--- src/rtl/ring_mon_pkg.sv ---
// Shared types and constants for the one-hot ring sequence monitor.
// Imported by the event FIFO and the monitor top level.
package ring_mon_pkg;

    typedef enum logic [1:0] {
        IDLE,
        TRACK,
        FAULT
    } state_e;

    typedef enum logic [1:0] {
        E_NONE,
        E_ILLEGAL,
        E_SKIP,
        E_STALL
    } err_code_e;

    typedef enum logic {
        EVT_LAP,
        EVT_ERR
    } evt_type_e;

    localparam int EVT_PAYLOAD_W = 8;

    typedef struct packed {
        evt_type_e                typ;
        logic [EVT_PAYLOAD_W-1:0] payload;
    } evt_t;

    localparam logic [3:0] OH_0 = 4'b0001;
    localparam logic [3:0] OH_1 = 4'b0010;
    localparam logic [3:0] OH_2 = 4'b0100;
    localparam logic [3:0] OH_3 = 4'b1000;

    function automatic logic [1:0] onehot_idx(input logic [3:0] v);
        logic [1:0] r;
        r = 2'd0;
        unique case (1'b1)
            v[1]:    r = 2'd1;
            v[2]:    r = 2'd2;
            v[3]:    r = 2'd3;
            default: r = 2'd0;
        endcase
        return r;
    endfunction

endpackage

--- src/rtl/ring_seq_monitor_if.sv ---
// Valid/ready event stream from the ring monitor to its consumer.
// The monitor drives the master side, software-facing logic the slave.
interface ring_seq_monitor_if #(
    parameter int LAP_W = 8
);
    logic             evt_valid;
    logic             evt_ready;
    logic             evt_type;
    logic [LAP_W-1:0] evt_payload;

    modport master (
        output evt_valid,
        output evt_type,
        output evt_payload,
        input  evt_ready
    );

    modport slave (
        input  evt_valid,
        input  evt_type,
        input  evt_payload,
        output evt_ready
    );
endinterface

--- src/rtl/ring_evt_fifo.sv ---
// Small first-word-fall-through FIFO for monitor events.
// Accepts a push when full only if a pop happens in the same cycle.
module ring_evt_fifo
    import ring_mon_pkg::*;
#(
    parameter int  DEPTH = 4,
    parameter type T     = evt_t
) (
    input  logic clk,
    input  logic reset,
    input  logic push,
    input  logic pop,
    input  T     din,
    output T     dout,
    output logic full,
    output logic empty
);
    localparam int AW = $clog2(DEPTH);

    T           mem_q [DEPTH];
    logic [AW:0] wr_q, wr_d;
    logic [AW:0] rd_q, rd_d;
    logic        push_ok;
    logic        pop_ok;

    assign empty = (wr_q == rd_q);
    assign full  = (wr_q[AW] != rd_q[AW]) &&
                   (wr_q[AW-1:0] == rd_q[AW-1:0]);
    assign pop_ok  = pop && !empty;
    assign push_ok = push && (!full || pop_ok);
    assign dout    = mem_q[rd_q[AW-1:0]];

    always_comb begin
        wr_d = wr_q;
        rd_d = rd_q;
        if (push_ok) wr_d = wr_q + (AW+1)'(1);
        if (pop_ok)  rd_d = rd_q + (AW+1)'(1);
    end

    always_ff @(posedge clk or posedge reset) begin
        if (reset) begin
            wr_q <= '0;
            rd_q <= '0;
        end else begin
            wr_q <= wr_d;
            rd_q <= rd_d;
        end
    end

    // Storage needs no reset: pointers alone define what is valid.
    always_ff @(posedge clk) begin
        if (push_ok) mem_q[wr_q[AW-1:0]] <= din;
    end

endmodule

--- src/rtl/ring_seq_monitor.sv ---
// Watches a 4-bit one-hot ring counter: index, lap count, error
// detection, and a valid/ready event queue for lap and error reports.
module ring_seq_monitor
    import ring_mon_pkg::*;
#(
    parameter int BITS_COUNT = 4,
    parameter int LAP_W      = 8,
    parameter int FIFO_DEPTH = 4
) (
    input  logic                  clk,
    input  logic                  reset,
    input  logic [BITS_COUNT-1:0] count_in,
    input  logic                  load_in,
    input  logic                  clear_err,
    output logic [1:0]            idx,
    output logic                  idx_valid,
    output logic [LAP_W-1:0]      lap_count,
    output logic                  err,
    output logic [1:0]            err_code,
    output logic                  evt_ovf,
    ring_seq_monitor_if.master    evt
);
    typedef struct packed {
        evt_type_e        typ;
        logic [LAP_W-1:0] payload;
    } evt_w_t;

    state_e                 state_q, state_d;
    logic [BITS_COUNT-1:0]  prev_q;
    logic                   load_d_q;
    logic [1:0]             idx_q, idx_d;
    logic [LAP_W-1:0]       lap_q, lap_d;
    logic                   err_q, err_d;
    err_code_e              code_q, code_d;
    logic                   ovf_q, ovf_d;

    logic                   is_zero, is_oh, is_ill;
    logic [BITS_COUNT-1:0]  exp_val;
    logic [1:0]             enc;
    logic                   fault;
    err_code_e              fcode;
    logic                   push, pop, full, empty;
    evt_w_t                 push_evt, head;

    assign is_zero = (count_in == '0);
    assign is_oh   = !is_zero &&
                     ((count_in & (count_in - 1'b1)) == '0);
    assign is_ill  = !is_zero && !is_oh;
    assign exp_val = {prev_q[BITS_COUNT-2:0], prev_q[BITS_COUNT-1]};
    assign enc     = onehot_idx(count_in);

    always_comb begin
        state_d  = state_q;
        idx_d    = idx_q;
        lap_d    = lap_q;
        err_d    = err_q;
        code_d   = code_q;
        ovf_d    = ovf_q;
        fault    = 1'b0;
        fcode    = E_NONE;
        push     = 1'b0;
        push_evt = '0;

        if (clear_err) begin
            ovf_d  = 1'b0;
            err_d  = 1'b0;
            code_d = E_NONE;
            if (state_q == FAULT) state_d = IDLE;
        end

        unique case (state_q)
            IDLE: begin
                if (is_oh) begin
                    state_d = TRACK;
                    idx_d   = enc;
                end else if (is_ill) begin
                    fault = 1'b1;
                    fcode = E_ILLEGAL;
                end
            end
            TRACK: begin
                if (is_zero) begin
                    state_d = IDLE;
                end else if (is_ill) begin
                    fault = 1'b1;
                    fcode = E_ILLEGAL;
                end else if (load_d_q || count_in == exp_val) begin
                    idx_d = enc;
                    // A resync sample never counts as a lap.
                    if (!load_d_q && prev_q == OH_3 && count_in == OH_0) begin
                        lap_d            = lap_q + LAP_W'(1);
                        push             = 1'b1;
                        push_evt.typ     = EVT_LAP;
                        push_evt.payload = lap_d;
                    end
                end else if (count_in == prev_q) begin
                    fault = 1'b1;
                    fcode = E_STALL;
                end else begin
                    fault = 1'b1;
                    fcode = E_SKIP;
                end
            end
            FAULT: ;
            default: state_d = IDLE;
        endcase

        if (fault) begin
            state_d = FAULT;
            err_d   = 1'b1;
            if (code_q == E_NONE) code_d = fcode;
            push             = 1'b1;
            push_evt.typ     = EVT_ERR;
            push_evt.payload = LAP_W'(code_d);
        end

        if (push && full && !pop) ovf_d = 1'b1;
    end

    always_ff @(posedge clk or posedge reset) begin
        if (reset) begin
            state_q  <= IDLE;
            prev_q   <= '0;
            load_d_q <= 1'b0;
            idx_q    <= '0;
            lap_q    <= '0;
            err_q    <= 1'b0;
            code_q   <= E_NONE;
            ovf_q    <= 1'b0;
        end else begin
            state_q  <= state_d;
            prev_q   <= count_in;
            load_d_q <= load_in;
            idx_q    <= idx_d;
            lap_q    <= lap_d;
            err_q    <= err_d;
            code_q   <= code_d;
            ovf_q    <= ovf_d;
        end
    end

    assign pop = !empty && evt.evt_ready;

    ring_evt_fifo #(
        .DEPTH (FIFO_DEPTH),
        .T     (evt_w_t)
    ) u_fifo (
        .clk   (clk),
        .reset (reset),
        .push  (push),
        .pop   (pop),
        .din   (push_evt),
        .dout  (head),
        .full  (full),
        .empty (empty)
    );

    assign idx             = idx_q;
    assign idx_valid       = (state_q == TRACK);
    assign lap_count       = lap_q;
    assign err             = err_q;
    assign err_code        = code_q;
    assign evt_ovf         = ovf_q;
    assign evt.evt_valid   = !empty;
    assign evt.evt_type    = head.typ;
    assign evt.evt_payload = head.payload;

endmodule

--- src/flat_wrapper.sv ---
// flat-port wrapper written by rule: the top's interface ports become plain ports
module ring_seq_monitor_flat import ring_mon_pkg::*;
#(
    parameter int BITS_COUNT = 4,
    parameter int LAP_W      = 8,
    parameter int FIFO_DEPTH = 4
)
  (clk, reset, count_in, load_in, clear_err, idx, idx_valid, lap_count, err, err_code, evt_ovf, evt_evt_valid, evt_evt_type, evt_evt_payload, evt_evt_ready);
  ring_seq_monitor_if #(.LAP_W(LAP_W)) evt_i ();
  input  logic clk;
  input  logic reset;
  input  logic [BITS_COUNT-1:0] count_in;
  input  logic load_in;
  input  logic clear_err;
  output logic [1:0] idx;
  output logic idx_valid;
  output logic [LAP_W-1:0] lap_count;
  output logic err;
  output logic [1:0] err_code;
  output logic evt_ovf;
  output wire logic [$bits(evt_i.evt_valid)-1:0] evt_evt_valid;
  output wire logic [$bits(evt_i.evt_type)-1:0] evt_evt_type;
  output wire logic [$bits(evt_i.evt_payload)-1:0] evt_evt_payload;
  input wire logic [$bits(evt_i.evt_ready)-1:0] evt_evt_ready;
  assign evt_evt_valid = evt_i.evt_valid;
  assign evt_evt_type = evt_i.evt_type;
  assign evt_evt_payload = evt_i.evt_payload;
  assign evt_i.evt_ready = evt_evt_ready;
  ring_seq_monitor #(.BITS_COUNT(BITS_COUNT), .LAP_W(LAP_W), .FIFO_DEPTH(FIFO_DEPTH)) u_core (.clk(clk), .reset(reset), .count_in(count_in), .load_in(load_in), .clear_err(clear_err), .idx(idx), .idx_valid(idx_valid), .lap_count(lap_count), .err(err), .err_code(err_code), .evt_ovf(evt_ovf), .evt(evt_i));
endmodule
--- config.mk ---
export PLATFORM = sky130hd
export DESIGN_NAME = ring_seq_monitor_flat
export DESIGN_NICKNAME = d
export VERILOG_FILES = /design/src/rtl/ring_mon_pkg.sv /design/src/rtl/ring_seq_monitor_if.sv /design/src/rtl/ring_evt_fifo.sv /design/src/rtl/ring_seq_monitor.sv /design/src/flat_wrapper.sv
export SDC_FILE = /design/constraint.sdc
export NUM_CORES = 1
export LEC_CHECK = 0
export ABC_AREA = 1
export CORE_MARGIN = 3
export CORE_UTILIZATION = 51
export CTS_CLUSTER_SIZE = 14
export DETAILED_ROUTE_END_ITERATION = 10
export PLACE_DENSITY = 0.78
export SYNTH_ARGS = -nofsm -noshare
export SYNTH_HDL_FRONTEND = slang
export SYNTH_SLANG_ARGS = --single-unit
--- constraint.sdc ---
create_clock -name clk -period 6.15 [get_ports clk]
set_clock_uncertainty 0.2 [all_clocks]
set_input_delay 0.615 -clock clk [delete_from_list [all_inputs] [get_ports clk]]
set_output_delay 0.615 -clock clk [all_outputs]
set_load 0.03 [all_outputs]
==> results.yml, run 1 <==
power:
  p_per_area_nw_per_um2: 440.4
  p_leak_nw: 1.436
  ir_worst_vdd_v: 0.0002939
setup_path:
  crit_fanout: 21
  startpoint: "u_core.u_fifo.rd_q[0]"
  critPathKind: "register to output port"
  cp_top_family: "buffers and inverters"
  cp_num_cells: 4
  path_cells: "inv_1, o21ai_0, o22ai_1, clkdlybuf4s50_1"
  r2r_start: "u_core.u_fifo.rd_q[0]"
  cp_slowest_cell: "dfrtp_1"
  critPathBufInv: 2
  arrival_ns: 2.62
  crit_end: "evt_evt_payload[6]"
  critPathLaunchType: "register"
  reg2reg_slack_ns: 3.23
  rr_endpoint: "u_core.u_fifo.mem_q[2][0]"
  required_ns: 5.33
  r2r_cells: 6
  cp-end-kind: "output port"
  slowest_delay_ns: 0.73
clocking:
  cts_sinks: 63
  cts_tree: "yes"
  post_cts_buffers: 0
  path_clk_slew_ns: 0.07
  postCtsResizedCells: 0
  htreeDepth: 3
  cts_buffers: 9
  clk_latency_ns: 0.33
  cts_buffer_depth: 2
  cts-root-buf: "clkbuf_8"
  hold_buffers: 0
grt:
  grt_pass1_vias: 1999
  grt_max_degree: 28
  grtUsageTotal_pct: 19.77
  antenna_found_initial: 0
  grt_overflow: 0
  grt_pass1_wl_um: 9632
timing:
  finalCritPeriodShare_pct: 55.90
  tns_ns: 0
  tightest_slew_ns: 1.032
  finalSetupViolations: 0
  hold_viol: 0
  grt_setup_unrepaired: "false"
  slew_violations: 0
  finalWorstSetupSlack_ns: 2.712
  slew_headroom_pct: 31.10
  period_minus_slack_ns: 3.438
  fmax_mhz: 290.9
flow_run:
  max-cap-violations: 0
floorplanning:
  io_pins: 34
  core.rowCount: 26
  fp.coreArea_um2: 5303
  dieArea_um2: 6602
  dieHeight_um: 81.25
  fp.dieW_um: 81.25
  start_util_pct: 54.46
synthesis:
  yosysWarningCount: 0
  synth_nets: 300
  synthCells: 285
  synth_area_um2: 2888
  yosys.cell_types.count: 31
  avgSynthCellArea_um2: 10.13
  ys_seq_area_share_pct: 60.83
  synth-seq-cells: 63
detailed_routing:
  antenna_left: 0
  via_count: 2079
  wl_um: 5597
  via_per_inst: 5.224
  drc: 0
  wl_per_cell_um: 14.06
  firstDrtPassIters: 4
  initialDrtViolationCount: 91
place:
  dpl.hpwl_um: 4050
  post-place-ws_ns: 2.826
  io_buffers: 33
  finalWeightedCongestion: 0.8361
finish:
  fin_nets: 338
  n_antenna_cell: 0
  syn_to_final_growth_pct: 18.93
  layout-drive-gt1-share_pct: 7.622
hold_path:
  hold_class: "register to register"
run_status:
  status: "completed"
logic make-up after synthesis:
logic type      after synthesis  synth area share (%)
compound gates               45                 8.622
xor+xnor                     15                 4.550
fa+ha+maj                     6                 2.600
buf+inv                      36                 4.853
flops                        63                 60.83
simple gates                120                 18.54
cell usage after synthesis, drive strengths merged:
cell type | number | share of area [%]
o21ai | 28 | 4.9
xnor2 | 8 | 2.4
a21oi | 3 | 0.52
xor2 | 7 | 2.1
a21boi | 1 | 0.26
nor2 | 45 | 6.2
nand3 | 16 | 3.6
clkbuf | 3 | 0.39
buf | 3 | 0.56
edfxtp | 36 | 37
ha | 6 | 2.6
nand2 | 53 | 7.4
o21bai | 3 | 0.78
and2 | 1 | 0.22
o31ai | 1 | 0.26
dfrtp | 27 | 23
o22ai | 9 | 1.9
nand4 | 3 | 0.65
inv | 30 | 3.9
nor3 | 2 | 0.52
layout by cell type (no fill, tap or decap):
master           count
a21boi_0             1
a21oi_1              3
and2_1               1
clkbuf_1             2
clkbuf_8             9
clkdlybuf4s50_1     33
clkinv_1             2
clkinv_2             2
clkinvlp_4           1
dfrtp_1             27
edfxtp_1            36
ha_1                 6
inv_1               27
inv_2                3
nand2_1             49
nand2_2              3
nand2_4              1
nand3_1             13
nand3_2              2
nand3_4              1
nand4_1              3
nor2_1              43
nor2_2               1
nor2_4               1
nor3_1               1
nor3_2               1
o21ai_0             27
o21ai_1              1
o21bai_1             3
o22ai_1              9
o31ai_1              1
xnor2_1              8
xor2_1               7
worst min path at each step:
stage | slack, ns | end | cells after the start | start
after floorplan | 0.25 | u_core.state_q[1] | 1 | u_core.state_q[0]
after global placement | 0.27 | u_core.state_q[1] | 1 | u_core.state_q[0]
after detailed placement | 0.27 | u_core.evt_ovf | 2 | u_core.evt_ovf
after CTS | 0.28 | u_core.state_q[1] | 1 | u_core.state_q[0]
after global routing | 0.31 | u_core.state_q[1] | 1 | u_core.state_q[0]
final | 0.28 | u_core.state_q[1] | 1 | u_core.state_q[0]
layout make-up:
class                   count  area, um2
clock buffers              11      131.4
clock inverters             5      25.02
fillers                   430       1868
inverters                  30      112.6
multi-input cells         186      991.0
flip-flops and latches     63       1757
well taps                  70      87.58
repair buffers             33      330.3
power breakdown:
part / internal, mW / total (mW) / switching, mW
Combinational: 0.221 / 0.596 / 0.374
Sequential: 0.557 / 0.628 / 0.0704
Clock: 0.142 / 0.289 / 0.147
layer usage:
metal	GRT usage [%]	share of wire, %	vias up
met1	26.30	45	1004
met4	8.615	0.84	0
met3	4.102	3.7	5
li1	-	-	1024
met2	31.44	50	46
met5	0	0	-
sequential cells by signal, summed over array words and instances, names as in the netlist:
| signal | cells |
|---|---|
| u_core.state_q | 2 |
| u_core.err_code | 2 |
| u_core.evt_ovf | 1 |
| u_core.load_d_q | 1 |
| u_core.err | 1 |
| u_core.u_fifo.mem_q | 36 |
| u_core.u_fifo.rd_q | 3 |
| u_core.u_fifo.wr_q | 3 |
| u_core.idx | 2 |
| u_core.prev_q | 4 |
| u_core.lap_count | 8 |
metrics by stage:
stage | util, % | area (um2) | std cells | power [mW] | hold WS (ns)
after floorplan | - | 2888 | 285 | 1.021 | 0.2512
after global placement | 61.82 | 3278 | 382 | 1.221 | 0.2703
after detailed placement | 61.82 | 3278 | 382 | 1.234 | 0.2737
after CTS | 64.77 | 3435 | 398 | 1.525 | 0.2841
after global routing | 64.77 | 3435 | 398 | 1.615 | 0.3082
final | 64.77 | 3435 | 398 | 1.512 | 0.2753
worst register-to-register path: stages, from the launching register on:
cell     delay [ns]
dfrtp_1        0.73
inv_1          0.46
nand2_1        0.15
a21oi_1        0.11
nand2_1        0.18
nand2_4        0.10
nor2_1         0.62
Power figures use the tool's default switching activity.
==> run 2, diff against run 1 <==
==> constraint.sdc (replaced) <==
create_clock -name clk -period 3.5 [get_ports clk]
set_clock_uncertainty 0.2 [all_clocks]
set_input_delay 0.35 -clock clk [delete_from_list [all_inputs] [get_ports clk]]
set_output_delay 0.35 -clock clk [all_outputs]
set_load 0.03 [all_outputs]
==> results.yml, run 2 (synthesized netlist as in run 1, its figures left out) <==
run_status:
  status: "completed"
finish:
  layout-drive-gt1-share_pct: 9.063
  n_antenna_cell: 0
  multi_input_area_um2: 991.0
  seqCellArea_um2: 1757
  finish.utilization_pct: 66.05
  syn_to_final_growth_pct: 21.27
  final_cell_mix: "nand2_1, nor2_1, edfxtp_1, clkdlybuf4s50_1"
  final_common_cell: "nand2_1"
  largest_register_ffs: 36
  fillCellCount: 437
  fin_nets: 341
clocking:
  cts-root-buf: "clkbuf_8"
  clk_latency_ns: 0.33
  cts_tree: "yes"
  post_cts_buffers: 0
  htreeDepth: 3
  cts_buffer_depth: 2
  hold_buffers: 0
  postCtsResizedCells: 0
  path_clk_slew_ns: 0.06
  cts_sinks: 63
  cts_buffers: 9
floorplanning:
  dieArea_um2: 6602
  dieHeight_um: 81.25
  io_pins: 34
  fp.coreArea_um2: 5303
  start_util_pct: 54.46
  fp.dieW_um: 81.25
  core.rowCount: 26
timing:
  tightest_slew_ns: 1.043
  grt_setup_unrepaired: "false"
  slew_headroom_pct: 30.39
  period_minus_slack_ns: 3.174
  tns_ns: 0
  hold_viol: 0
  slew_violations: 0
  fmax_mhz: 315.0
  finalSetupViolations: 0
  finalCritPeriodShare_pct: 90.69
detailed_routing:
  via_per_inst: 5.277
  antenna_left: 0
  wl_um: 5823
  drc: 0
  via_count: 2116
  wl_per_cell_um: 14.52
  firstDrtPassIters: 4
  initialDrtViolationCount: 89
place:
  finalWeightedCongestion: 0.8365
  io_buffers: 33
  dpl.hpwl_um: 4007
setup_path:
  cp_slowest_cell: "dfrtp_1"
  required_ns: 2.95
  arrival_ns: 2.62
  critPathLaunchType: "register"
  crit_top_cell: "nand2_1"
  path_cells: "inv_1, nand2_1, a21oi_1, nand2_1, clkdlybuf4s50_1"
  cp-end-kind: "output port"
  crit_fanout: 21
  critPathBufInv: 2
  cp_top_family: "buffers and inverters"
  critPathKind: "register to output port"
  slowest_delay_ns: 0.62
grt:
  antenna_found_initial: 0
  grt_overflow: 0
  grt_pass1_wl_um: 9625
  grt_pass1_vias: 2086
  grtUsageTotal_pct: 19.99
  grt_max_degree: 28
flow_run:
  max-cap-violations: 0
power:
  p_per_area_nw_per_um2: 800.3
  ir_worst_vdd_v: 0.0005027
  p_leak_nw: 1.474
hold_path:
  hold_class: "primary input to register"
run 2: metal layers:
layer | track usage, % | routed length [um]
met5 | 0 | 0
met4 | 12.33 | 150
met3 | 3.326 | 192
met2 | 32.59 | 2896
met1 | 24.82 | 2583
run 2: final cells by class:
| class | instances | share of cell area, % |
|---|---|---|
| Clock inverter | 3 | 1.215 |
| Timing Repair Buffer | 36 | 10.08 |
| Inverter | 30 | 3.215 |
| Sequential cell | 63 | 50.16 |
| Tap cell | 70 | 2.501 |
| Multi-Input combinational cell | 186 | 28.30 |
| Clock buffer | 13 | 4.537 |
run 2: final timing paths:
| path | start | to | slack, ns | depth (start not counted) |
|---|---|---|---|---|
| min | load_in | u_core.load_d_q | 0.28 | 1 |
| min in group asynchronous | reset | u_core.lap_count[3] | 0.39 | 2 |
| max | u_core.u_fifo.rd_q[0] | evt_evt_valid | 0.33 | 5 |
| max reg2reg | u_core.u_fifo.rd_q[0] | u_core.u_fifo.mem_q[1][5] | 0.57 | 6 |
| min reg2reg | u_core.err | u_core.err | 0.28 | 2 |
| max in group asynchronous | reset | u_core.prev_q[2] | 2.08 | 2 |
run 2: metrics by stage:
stage	total power [mW]	setup slack [ns]	cell area (um2)	hold WS (ns)	instances
after floorplan	1.795	1.379	2888	0.1814	285
after global placement	2.165	0.6130	3301	0.2685	385
after detailed placement	2.185	0.5408	3301	0.2708	385
after CTS	2.825	0.3132	3502	0.2668	401
after global routing	2.991	0.09173	3502	0.2594	401
final	2.803	0.3259	3502	0.2769	401
run 2: power by group:
group	switching, mW	total, mW	internal, mW
Clock	0.264	0.631	0.367
Combinational	0.666	1.07	0.400
Sequential	0.128	1.11	0.978
==> run 3, diff against run 2 <==
--- a/config.mk
+++ b/config.mk
@@ -8,6 +8,7 @@
 export ABC_AREA = 1
 export CORE_MARGIN = 3
 export CORE_UTILIZATION = 51
+export CTS_BUF_LIST = sky130_fd_sc_hd__clkbuf_2
 export CTS_CLUSTER_SIZE = 14
 export DETAILED_ROUTE_END_ITERATION = 10
 export PLACE_DENSITY = 0.78
==> results.yml, run 3 (synthesized netlist as in run 1, its figures left out) <==
run_status:
  status: "completed"
floorplanning:
  start_util_pct: 54.46
  io_pins: 34
  dieArea_um2: 6602
  dieHeight_um: 81.25
  fp.dieW_um: 81.25
  core.rowCount: 26
  fp.coreArea_um2: 5303
finish:
  fillCellCount: 454
  fin_area_um2: 3411
  final_cell_mix: "nand2_1, nor2_1, edfxtp_1, clkdlybuf4s50_1, o21ai_0"
  finalNonFillerCells: 401
  finish.utilization_pct: 64.32
  fin_nets: 341
  n_antenna_cell: 0
  largest_register_ffs: 36
  layout-drive-gt1-share_pct: 9.668
  syn_to_final_growth_pct: 18.11
  final_common_cell: "nand2_1"
clocking:
  cts_sinks: 63
  cts_buffer_depth: 2
  clk_latency_ns: 0.47
  cts_tree: "yes"
  cts_buffers: 9
  path_clk_slew_ns: 0.16
  cts-root-buf: "clkbuf_2"
  htreeDepth: 3
setup_path:
  arrival_ns: 2.54
  cp-end-kind: "output port"
  critPathKind: "register to output port"
  reg2reg_slack_ns: 0.82
  required_ns: 2.95
  crit_fanout: 21
  r2r_cells: 6
  critPathLaunchType: "register"
power:
  swShare_pct: 40.23
  power.total_mw: 2.582
  p_int_mw: 1.543
  combPwrFrac_pct: 41.1
  power_frac_seq_pct: 42.8
  power_switching_mw: 1.039
  p_per_area_nw_per_um2: 757.1
  p_clk_share_pct: 16.1
  ir_worst_vdd_v: 0.0004684
  p_leak_nw: 1.435
detailed_routing:
  antenna_left: 0
  via_count: 2066
  wl_per_cell_um: 14.17
  wl_um: 5682
  firstDrtPassIters: 4
  drc: 0
  initialDrtViolationCount: 98
  via_per_inst: 5.152
hold_path:
  worstHoldPathCells: 1
  hold_class: "primary input to register"
timing:
  fin_hold_ws_ns: 0.1312
  tns_ns: 0
  tightest_slew_ns: 1.044
  fmax_mhz: 323.8
  period_minus_slack_ns: 3.089
  finalSetupViolations: 0
  hold_viol: 0
  slew_headroom_pct: 30.34
  grt_setup_unrepaired: "false"
  slew_violations: 0
  finalWorstSetupSlack_ns: 0.4113
  finalCritPeriodShare_pct: 88.25
grt:
  grt_use_met3_pct: 3.991
  antenna_found_initial: 0
  grt_overflow: 0
  grt_pass1_wl_um: 9487
  grt_pass1_vias: 2076
  gr-usage-met2_pct: 32.18
  grt_use_met1_pct: 24.16
  grtUsageTotal_pct: 19.58
  grt_max_degree: 28
  grt_busiest_layer: "met2"
place:
  post-place-ws_ns: 0.5408
  dpl.hpwl_um: 4007
  io_buffers: 33
  finalWeightedCongestion: 0.8365
  dp_cells: 385
  placed_area_um2: 3301
flow_run:
  max-cap-violations: 0
[run 3: changes by cell type in the layout (fill, tap and decap cells not counted)]
cell        previous run  this run
clkbuf_2               0        11
clkbuf_8              11         0
clkbuf_1               2         0
clkinv_1               0         2
clkinvlp_4             1         2
dfrtp_1               27        26
dfrtp_2                0         1
inv_1                 27        26
[run 3: critical path, cell delays in order (launching register included)]
cell             delay (ns)
dfrtp_2                0.63
clkinvlp_4             0.41
nand2_1                0.14
a21oi_1                0.11
nand2_1                0.11
clkdlybuf4s50_1        0.67
[run 3: area by class of cell]
type,count,area [um2],area share [%]
Timing Repair Buffer,36,352.8,10.34
Sequential cell,63,1758,51.54
Inverter,30,116.4,3.412
Multi-Input combinational cell,186,991.0,29.05
Clock inverter,5,50.05,1.467
Tap cell,70,87.58,2.568
Clock buffer,11,55.05,1.614
[run 3: worst paths after layout]
| path | start | to |
|---|---|---|
| setup / recovery | u_core.u_fifo.rd_q[0] | evt_evt_valid |
| hold / removal | load_in | u_core.load_d_q |
| setup reg to reg | u_core.u_fifo.rd_q[0] | u_core.u_fifo.mem_q[1][5] |
| hold reg to reg | u_core.state_q[0] | u_core.state_q[1] |
| max in group asynchronous | reset | u_core.u_fifo.rd_q[0] |
| min in group asynchronous | reset | u_core.lap_count[1] |
[run 3: layer usage]
| metal | wire length, um | part of all wire, % |
|---|---|---|
| met4 | 132 | 2.3 |
| met2 | 2829 | 50 |
| met1 | 2516 | 44 |
| met3 | 203 | 3.6 |
| met5 | 0 | 0 |
[run 3: power by group through the flow]
| stage | logic (mW) | registers, mW | clock network, mW |
|---|---|---|---|
| detailed placement | 1.07 | 1.12 | 0 |
| CTS | 1.07 | 1.10 | 0.426 |
| finish | 1.06 | 1.10 | 0.417 |
| global placement | 1.05 | 1.11 | 0 |
| global route | 1.18 | 1.12 | 0.467 |
| floorplan | 0.683 | 1.11 | 0 |
[run 3: what timing repair did]
action / CTS / global route
setup buffers: 0 / 0
endpoints found under the setup margin: 0 / 7
resized for setup: 0 / 2
hold buffers: 0 / 0
